===== config.mk =====
export PLATFORM = sky130hd
export DESIGN_NAME = gpio_bus_sched
export DESIGN_NICKNAME = d
export VERILOG_FILES = /design/src/rtl/gpio_bus_sched.sv
export SDC_FILE = /design/constraint.sdc
export NUM_CORES = 1
export LEC_CHECK = 0
export ABC_AREA = 1
export ABC_CLOCK_PERIOD_IN_PS = 1700
export CAP_MARGIN = 30
export CELL_PAD_IN_SITES_DETAIL_PLACEMENT = 1
export CELL_PAD_IN_SITES_GLOBAL_PLACEMENT = 2
export CORE_ASPECT_RATIO = 0.5
export CORE_UTILIZATION = 24
export CTS_CLUSTER_SIZE = 14
export DETAILED_ROUTE_END_ITERATION = 10
export HOLD_SLACK_MARGIN = 0.06
export PLACE_DENSITY = 0.86
export SLEW_MARGIN = 20
export SYNTH_ARGS = -nofsm -noshare
export SYNTH_HDL_FRONTEND = slang
export SYNTH_SLANG_ARGS = --single-unit

===== constraint.sdc =====
create_clock -name sys_clk -period 1.7 [get_ports sys_clk]
set_clock_uncertainty 0.05 [all_clocks]
set_input_delay 0.34 -clock sys_clk [delete_from_list [all_inputs] [get_ports sys_clk]]
set_output_delay 0.34 -clock sys_clk [all_outputs]
set_load 0.01 [all_outputs]

===== src/rtl/gpio_bus_sched.sv =====
// gpio_bus_sched: sequences APB3 host transfers and an interrupt-service
// engine onto the single GPIO register-file port. Round-robin arbitration in
// IDLE; all port and bus outputs are registered.
//
// Handshake: an APB transfer is requested when psel & penable are high. The
// bench/host must hold psel/penable/pwrite/paddr/pwdata stable until the one
// cycle in which pready=1, and treats that cycle as the transfer completion.
// pready is never high in any other cycle.
module gpio_bus_sched #(
  parameter int         RD_LAT   = 1,
  parameter int         HOLD_CYC = 2,
  parameter logic [7:0] MAX_ADR  = 8'h24
) (
  input  logic        sys_clk,
  input  logic        sys_rst,
  input  logic        psel,
  input  logic        penable,
  input  logic        pwrite,
  input  logic [7:0]  paddr,
  input  logic [31:0] pwdata,
  output logic [31:0] prdata,
  output logic        pready,
  output logic        pslverr,
  output logic        gpio_we,
  output logic [31:0] gpio_adr,
  output logic [31:0] gpio_dat_i,
  input  logic [31:0] gpio_dat_o,
  input  logic        gpio_inta_o,
  input  logic        auto_en,
  output logic [31:0] evt_data,
  output logic        evt_valid,
  input  logic        evt_ack,
  output logic [2:0]  dbg_state
);

  typedef enum logic [2:0] {
    IDLE     = 3'd0,
    APB_WR   = 3'd1,
    APB_RD   = 3'd2,
    APB_ERR  = 3'd3,
    SVC_RD   = 3'd4,
    SVC_CLR  = 3'd5,
    SVC_HOLD = 3'd6
  } state_t;

  // Counter values: the last wait cycle of a read, the pready cycle of an
  // APB read, and the last guard cycle after an INTS clear.
  localparam logic [2:0]  RD_LAST   = 3'(RD_LAT - 1);
  localparam logic [2:0]  RD_DONE   = 3'(RD_LAT);
  localparam logic [2:0]  HOLD_LAST = 3'(HOLD_CYC - 1);
  localparam logic [31:0] INTS_ADR  = 32'h0000_001C;

  state_t     state;
  logic [2:0] cnt;
  logic       last_svc;   // 1 = the service engine was granted most recently

  logic apb_req;
  logic svc_req;
  logic grant_svc;
  logic grant_apb;
  logic addr_bad;
  logic capture;

  assign dbg_state = state;

  // Request decode and round-robin: on a tie the side not granted last wins.
  always_comb begin
    apb_req   = psel & penable;
    svc_req   = auto_en & gpio_inta_o;
    grant_svc = svc_req & (~apb_req | ~last_svc);
    grant_apb = apb_req & ~grant_svc;
    addr_bad  = (paddr > MAX_ADR) || (paddr[1:0] != 2'b00) ||
                (pwrite && (paddr == 8'h00));
    capture   = (state == SVC_RD) && (cnt == RD_LAST);
  end

  // Main sequencer: one registered FSM drives both the APB side and the
  // register port.
  always_ff @(posedge sys_clk or negedge sys_rst) begin
    if (!sys_rst) begin
      state      <= IDLE;
      cnt        <= 3'd0;
      last_svc   <= 1'b1;
      prdata     <= 32'd0;
      pready     <= 1'b0;
      pslverr    <= 1'b0;
      gpio_we    <= 1'b0;
      gpio_adr   <= 32'd0;
      gpio_dat_i <= 32'd0;
    end else begin
      case (state)
        IDLE: begin
          cnt <= 3'd0;
          if (grant_svc) begin
            last_svc <= 1'b1;
            gpio_adr <= INTS_ADR;
            state    <= SVC_RD;
          end else if (grant_apb) begin
            last_svc <= 1'b0;
            if (addr_bad) begin
              // Rejected access: complete at once, never touch the port.
              pready  <= 1'b1;
              pslverr <= 1'b1;
              prdata  <= 32'd0;
              state   <= APB_ERR;
            end else if (pwrite) begin
              gpio_we    <= 1'b1;
              gpio_adr   <= {24'd0, paddr};
              gpio_dat_i <= pwdata;
              pready     <= 1'b1;
              state      <= APB_WR;
            end else begin
              gpio_adr <= {24'd0, paddr};
              state    <= APB_RD;
            end
          end
        end

        APB_WR: begin
          gpio_we    <= 1'b0;
          gpio_dat_i <= 32'd0;
          pready     <= 1'b0;
          state      <= IDLE;
        end

        APB_ERR: begin
          pready  <= 1'b0;
          pslverr <= 1'b0;
          state   <= IDLE;
        end

        APB_RD: begin
          if (cnt == RD_LAST) begin
            // Data is valid now; register it and complete next cycle.
            prdata <= gpio_dat_o;
            pready <= 1'b1;
            cnt    <= cnt + 3'd1;
          end else if (cnt == RD_DONE) begin
            pready <= 1'b0;
            cnt    <= 3'd0;
            state  <= IDLE;
          end else begin
            cnt <= cnt + 3'd1;
          end
        end

        SVC_RD: begin
          if (cnt == RD_LAST) begin
            // Clear INTS right after the capture, same address.
            gpio_we    <= 1'b1;
            gpio_dat_i <= 32'd0;
            cnt        <= 3'd0;
            state      <= SVC_CLR;
          end else begin
            cnt <= cnt + 3'd1;
          end
        end

        SVC_CLR: begin
          gpio_we <= 1'b0;
          cnt     <= 3'd0;
          state   <= SVC_HOLD;
        end

        SVC_HOLD: begin
          // Give the register file time to drop gpio_inta_o after the clear.
          if (cnt == HOLD_LAST) begin
            cnt   <= 3'd0;
            state <= IDLE;
          end else begin
            cnt <= cnt + 3'd1;
          end
        end

        default: begin
          gpio_we    <= 1'b0;
          gpio_dat_i <= 32'd0;
          pready     <= 1'b0;
          pslverr    <= 1'b0;
          cnt        <= 3'd0;
          state      <= IDLE;
        end
      endcase
    end
  end

  // Event register: accumulate captured INTS bits until software-independent
  // logic acknowledges; an ack coinciding with a capture keeps only new bits.
  always_ff @(posedge sys_clk or negedge sys_rst) begin
    if (!sys_rst) begin
      evt_data  <= 32'd0;
      evt_valid <= 1'b0;
    end else if (capture) begin
      evt_data  <= (evt_ack ? 32'd0 : evt_data) | gpio_dat_o;
      evt_valid <= 1'b1;
    end else if (evt_ack) begin
      evt_data  <= 32'd0;
      evt_valid <= 1'b0;
    end
  end

endmodule

==> flow_summary.toml, run 1 <==
[timing]
fin_hold_ws_ns = 0.350
finalCritPeriodShare = 0.986
final_hold_viol_count = 0
fin_setup_tns_ns = 0
grt_setup_unrepaired = "true"
max_freq_ghz = 0.597
layout_min_cycle_time_ns = 1.68
setup_violations = 0
drv_slew = 0

[floorplan]
dieHeight_um = 109
start_util = 0.248
io_pins = 215
die_w_um = 215
fp-row-count = 38
die-area_um2 = 23400
coreArea_um2 = 22000

[cells_and_area]
nets = 996
multi_input_area_um2 = 2010
final_cells = 1225
fin_area_um2 = 8670
nFillCells = 2611
drive_above_1_share = 0.131
area_growth_pct = 59.0
mostFrequentLayoutCells = "193 x nand2_1, 113 x inv_1, 112 x dfrtp_1"
antenna_cells = 0
register_area_um2 = 2880
final_common_cell = "nand2_1"

[placed_design]
gp_congestion = 0.776
placed_area_um2 = 7810
portBuffers = 190
hpwl_um = 13100
dp.cells = 1176

[cts]
root_buffer = "clkbuf_16"
clock-sinks = 115
htreeDepth = 4
clk_pin_slew_worst_paths_ns = 0.06
cts_tree = "done"
clockBufferDepth = 2
clk_latency_ns = 0.41
cts_buffers = 17

[global_route]
grt_overflow = 0
grt_pass1_wl_um = 29000
grt_use_total = 0.159
grt_pass1_vias = 5348
antenna_found_initial = 0
grt_max_degree = 46

[flow_run]
maxCapViolCount = 0

[drt]
dr_total_vias = 5256
vias_per_cell = 4.29
wl_um = 19900
drtIter0Drc = 210
wire_per_inst_um = 16.2
drc_errors = 0
ant_nets = 0
first_pass_iters = 4

[synthesis]
ys_warn_count = 0
synth_cell_type_count = 28
ys_seq_area_frac = 0.528
avgSynthCellArea_um2 = 7.87
ys_ff_latch = 115
netlist_area_um2 = 5460
synth_cells = 693

[worst_setup_path]
path_class = "flip-flop to flip-flop"
cp_slowest_cell = "dfrtp_2"
reg2reg_slack_ns = 0.02
endpoint_kind = "flip-flop"
worstPathArrival_ns = 1.92
worstRegToRegCells = 10
path_max_fanout = 16
worstPathCellList = "inv_2 -> nand2_8 -> nor2_8 -> buf_6 -> nor2_2 -> inv_2 -> nand2_4 -> buf_12 -> nand2_1 -> nand2_1"
cp_slowest_stage_delay_ns = 0.44
critPathRequiredTime_ns = 1.95
critPathLaunchType = "flip-flop"

[power_and_ir_drop]
pwr-share-seq = 0.271
internal_power_uw = 8830
p_leak_uw = 0.00489
p_comb_frac = 0.478
p_switching_uw = 6030
power.density_nw_per_um2 = 1710
swShare = 0.406
vdd.ir_drop.worst_uv = 823
power.total_uw = 14900
power_frac_clock = 0.251

[worst_hold_path]
min_path_cells = 4
min_path_type = "primary input to flip-flop"

[status]
outcome = "finished, final reports clean"
flip-flops by register name (all words and copies together) (netlist names):
| name | cells |
|---|---|
| evt_valid | 1 |
| gpio_dat_i | 32 |
| dbg_state | 3 |
| pready | 1 |
| last_svc | 1 |
| prdata | 32 |
| evt_data | 32 |
| cnt | 3 |
| gpio_adr | 8 |
| pslverr | 1 |
| gpio_we | 1 |
metrics by stage:
| step | worst slack (ns) | util |
|---|---|---|
| 4_1_cts | 0.00270 | 0.378 |
| 5_1_grt | -0.0545 | 0.395 |
| 2_1_floorplan | 0.156 | - |
| 3_5_place_dp | -0.341 | 0.356 |
| 3_3_place_gp | -0.286 | 0.356 |
| 6_report | 0.0242 | 0.395 |
per-layer routing:
layer | track usage | vias to the layer above | wire [um] | share of wire
li1 | - | 2509 | - | -
met1 | 0.191 | 2617 | 8640 | 0.43
met2 | 0.287 | 108 | 10200 | 0.51
met3 | 0.0321 | 22 | 615 | 0.031
met4 | 0.0512 | 0 | 404 | 0.020
met5 | 0 | - | 0 | 0
area by class of cell:
type | instances | area share
multi-input combinational | 423 | 0.232
sequential | 115 | 0.332
tap | 300 | 0.0433
clock buffer | 19 | 0.0522
inverter | 122 | 0.0534
clock inverter | 12 | 0.0180
timing repair buffer | 234 | 0.269
worst paths after layout:
path,start,to
setup reg to reg,dbg_state[1],prdata[19]
max in group asynchronous,sys_rst,evt_data[2]
setup / recovery,dbg_state[1],prdata[19]
hold reg to reg,gpio_dat_i[29],gpio_dat_i[29]
hold / removal,paddr[5],gpio_adr[5]
min in group asynchronous,sys_rst,gpio_dat_i[27]
synth_stat cells, drive strengths merged:
library cell    n  area (um^2)
a31o            1         8.76
nor3            1         5.00
nand4          32          200
nand3          11         60.1
buf            41          270
dfstp           1         26.3
nand2         214          818
dfrtp         114         2850
clkbuf         15         56.3
o21ai          14         70.1
ha              3         37.5
a21oi           2         10.0
conb            1         3.75
o22ai          32          200
nor2           88          367
xor2            1         8.76
inv           122          460
repair_timing:
item,CTS,global route
setup buffers,0,11
gates resized for setup,108,51
cloned,0,6
setup endpoints to repair,140,81
hold buffers,1,0
pin swaps,1,10
hold endpoints to repair,23,0
kinds of logic (layout without fill, tap and decap cells):
| group | Yosys count | in the layout | share of synthesized area |
|---|---|---|---|
| AND/OR/NAND/NOR | 346 | 346 | 0.266 |
| buffers and inverters | 178 | 387 | 0.144 |
| flip-flops | 115 | 115 | 0.528 |
| AO/OA/AOI/OAI | 49 | 49 | 0.0530 |
| adder cells (fa/ha/maj) | 3 | 3 | 0.00688 |
| other | 1 | 24 | 0.000687 |
| XOR/XNOR | 1 | 1 | 0.00161 |
power groups by stage:
stage / Clock (uW) / Combinational (uW) / Sequential (uW)
floorplan: 0 / 2970 / 4310
global placement: 0 / 6270 / 4050
detailed placement: 0 / 6440 / 4070
CTS: 3810 / 6000 / 4020
global route: 3940 / 7770 / 4120
finish: 3730 / 7110 / 4020
worst max-delay path: cells and delay by family, from the launching register on:
family / cells / cell delay, ns
buffers and inverters: 4 / 0.52
and+or+nand+nor: 6 / 0.54
DFF: 1 / 0.44
No activity file was read; power rests on OpenSTA's default activity.
==> inputs of run 2 (changes only) <==
Settings changed: CAP_MARGIN 30 to 5, SLEW_MARGIN 20 to default.
==> results of run 2 <==
Same layout as run 1: the final DEF is identical, and so are final timing and power.
==> inputs of run 3 (changes only) <==
Settings changed: MAX_ROUTING_LAYER from default to met4.
==> flow_summary.toml, run 3 (synthesized netlist as in run 1, its figures left out) <==
[status]
outcome = "finished, final reports clean"

[cells_and_area]
antenna_cells = 0
nets = 995
fin_util = 0.395
drive_above_1_share = 0.143
nFillCells = 2601
area_growth_pct = 59.2
reg.largest.list = "evt_data x32, gpio_dat_i x32, prdata x32"
final_common_cell = "nand2_1"
fin_area_um2 = 8680
final_cells = 1224
mostFrequentLayoutCells = "180 x nand2_1, 113 x inv_1, 112 x dfrtp_1"

[floorplan]
fp-row-count = 38
coreArea_um2 = 22000
die_w_um = 215
dieHeight_um = 109
die-area_um2 = 23400
io_pins = 215
start_util = 0.248

[drt]
drtIter0Drc = 197
first_pass_iters = 4
drt-met1-wl_um = 8590
dr_wl_met2_um = 10000
wire_per_inst_um = 15.9
wl_um = 19500
route.met3.wl_um = 471
top_layer = "met4"
dr_total_vias = 5225
vias_per_cell = 4.27
ant_nets = 0
drc_errors = 0

[worst_setup_path]
path_max_fanout = 8
worstRegToRegCells = 10
worstPathArrival_ns = 1.98
reg2reg_from = "dbg_state[0]"
critPathRequiredTime_ns = 1.99
rr_endpoint = "prdata[13]"
endpoint_kind = "flip-flop"
reg2reg_slack_ns = 0.02
path_class = "flip-flop to flip-flop"
critPathLaunchType = "flip-flop"

[placed_design]
placed_area_um2 = 7810
gp_congestion = 0.786
dp.cells = 1176
dpl_worst_slack_ns = -0.341
portBuffers = 190
hpwl_um = 13100

[timing]
fin_setup_tns_ns = 0
fin_ws_ns = 0.0168
finalCritPeriodShare = 0.990
setup_violations = 0
layout_min_cycle_time_ns = 1.68
final_hold_viol_count = 0
drv_slew = 0
grt_setup_unrepaired = "true"
max_freq_ghz = 0.594

[power_and_ir_drop]
power_frac_clock = 0.251
p_switching_uw = 6020
vdd.ir_drop.worst_uv = 797
p_leak_uw = 0.00490
internal_power_uw = 8830
swShare = 0.406
p_comb_frac = 0.477
power.density_nw_per_um2 = 1710
pwr-share-seq = 0.272

[worst_hold_path]
min_to = "gpio_adr[5]"
min_path_cells = 4
min_path_type = "primary input to flip-flop"
min_from = "paddr[5]"

[flow_run]
maxCapViolCount = 0

[cts]
root_buffer = "clkbuf_16"
clk_latency_ns = 0.40
clockBufferDepth = 2
cts_tree = "done"
htreeDepth = 4
clock-sinks = 115
clk_pin_slew_worst_paths_ns = 0.05
cts_buffers = 17

[global_route]
grt_pass1_wl_um = 29000
grt_max_degree = 46
grt_overflow = 0
grt_use_total = 0.164
antenna_found_initial = 0
grt_pass1_vias = 5345
==> run 3: changes by cell type in the layout (fill, tap and decap cells not counted), sizes merged <==
| cell | delta |
|---|---|
| buf | -1 |
==> run 3: worst max-delay path, stage by stage, from the launching register on <==
cell       delay (ns)
dfrtp_2          0.46
inv_4            0.10
nand2_4          0.08
nor2_8           0.17
nand3_2          0.10
nand2_2          0.14
inv_2            0.07
nand2_4          0.15
clkbuf_16        0.19
nand2_1          0.06
nand2_1          0.05
==> run 3: stage by stage <==
step / total power, uW / hold WS [ns]
finish: 14900 / 0.354
CTS: 13800 / 0.357
global route: 15800 / 0.388
global placement: 10300 / 0.246
floorplan: 7280 / -0.00559
detailed placement: 10500 / 0.253
==> run 3: cell type report <==
class / count / area [um^2] / share of cell area
multi-input cells: 423 / 2040 / 0.234
inverters: 122 / 463 / 0.0533
clock inverters: 12 / 156 / 0.0180
repair buffers: 233 / 2320 / 0.267
flip-flops and latches: 115 / 2880 / 0.332
well taps: 300 / 375 / 0.0432
clock buffers: 19 / 453 / 0.0522
==> run 3: power by group through the flow <==
stage	Combinational [uW]	Sequential [uW]	Clock, uW
floorplan	2970	4310	0
global placement	6270	4050	0
detailed placement	6440	4070	0
CTS	6000	4020	3810
global route	7740	4150	3940
finish	7080	4050	3720
==> run 3: routing by layer <==
metal	GRT usage	vias to the layer above
li1	-	2510
met1	0.192	2607
met2	0.287	90
met3	0.0315	18
met4	0.0512	0
met5	-	-
==> run 3: how the worst max path moves through the flow <==
stage	slack (ns)	end	cells after the start	start
floorplan	0.16	prdata[0]	10	dbg_state[2]
global placement	-0.29	prdata[5]	12	paddr[5]
detailed placement	-0.34	prdata[27]	12	paddr[5]
CTS	0.003	evt_data[24]	1	evt_data[24]
global route	-0.06	prdata[11]	10	cnt[0]
finish	0.02	prdata[13]	10	dbg_state[0]
==> run 3: timing repair <==
item | in CTS | in global routing
setup buffers | 0 | 10
pin swaps | 1 | 8
endpoints found under the setup margin | 140 | 81
endpoints found under the hold margin | 23 | 0
gates resized for setup | 108 | 60
gates cloned | 0 | 6
hold buffers | 1 | 0
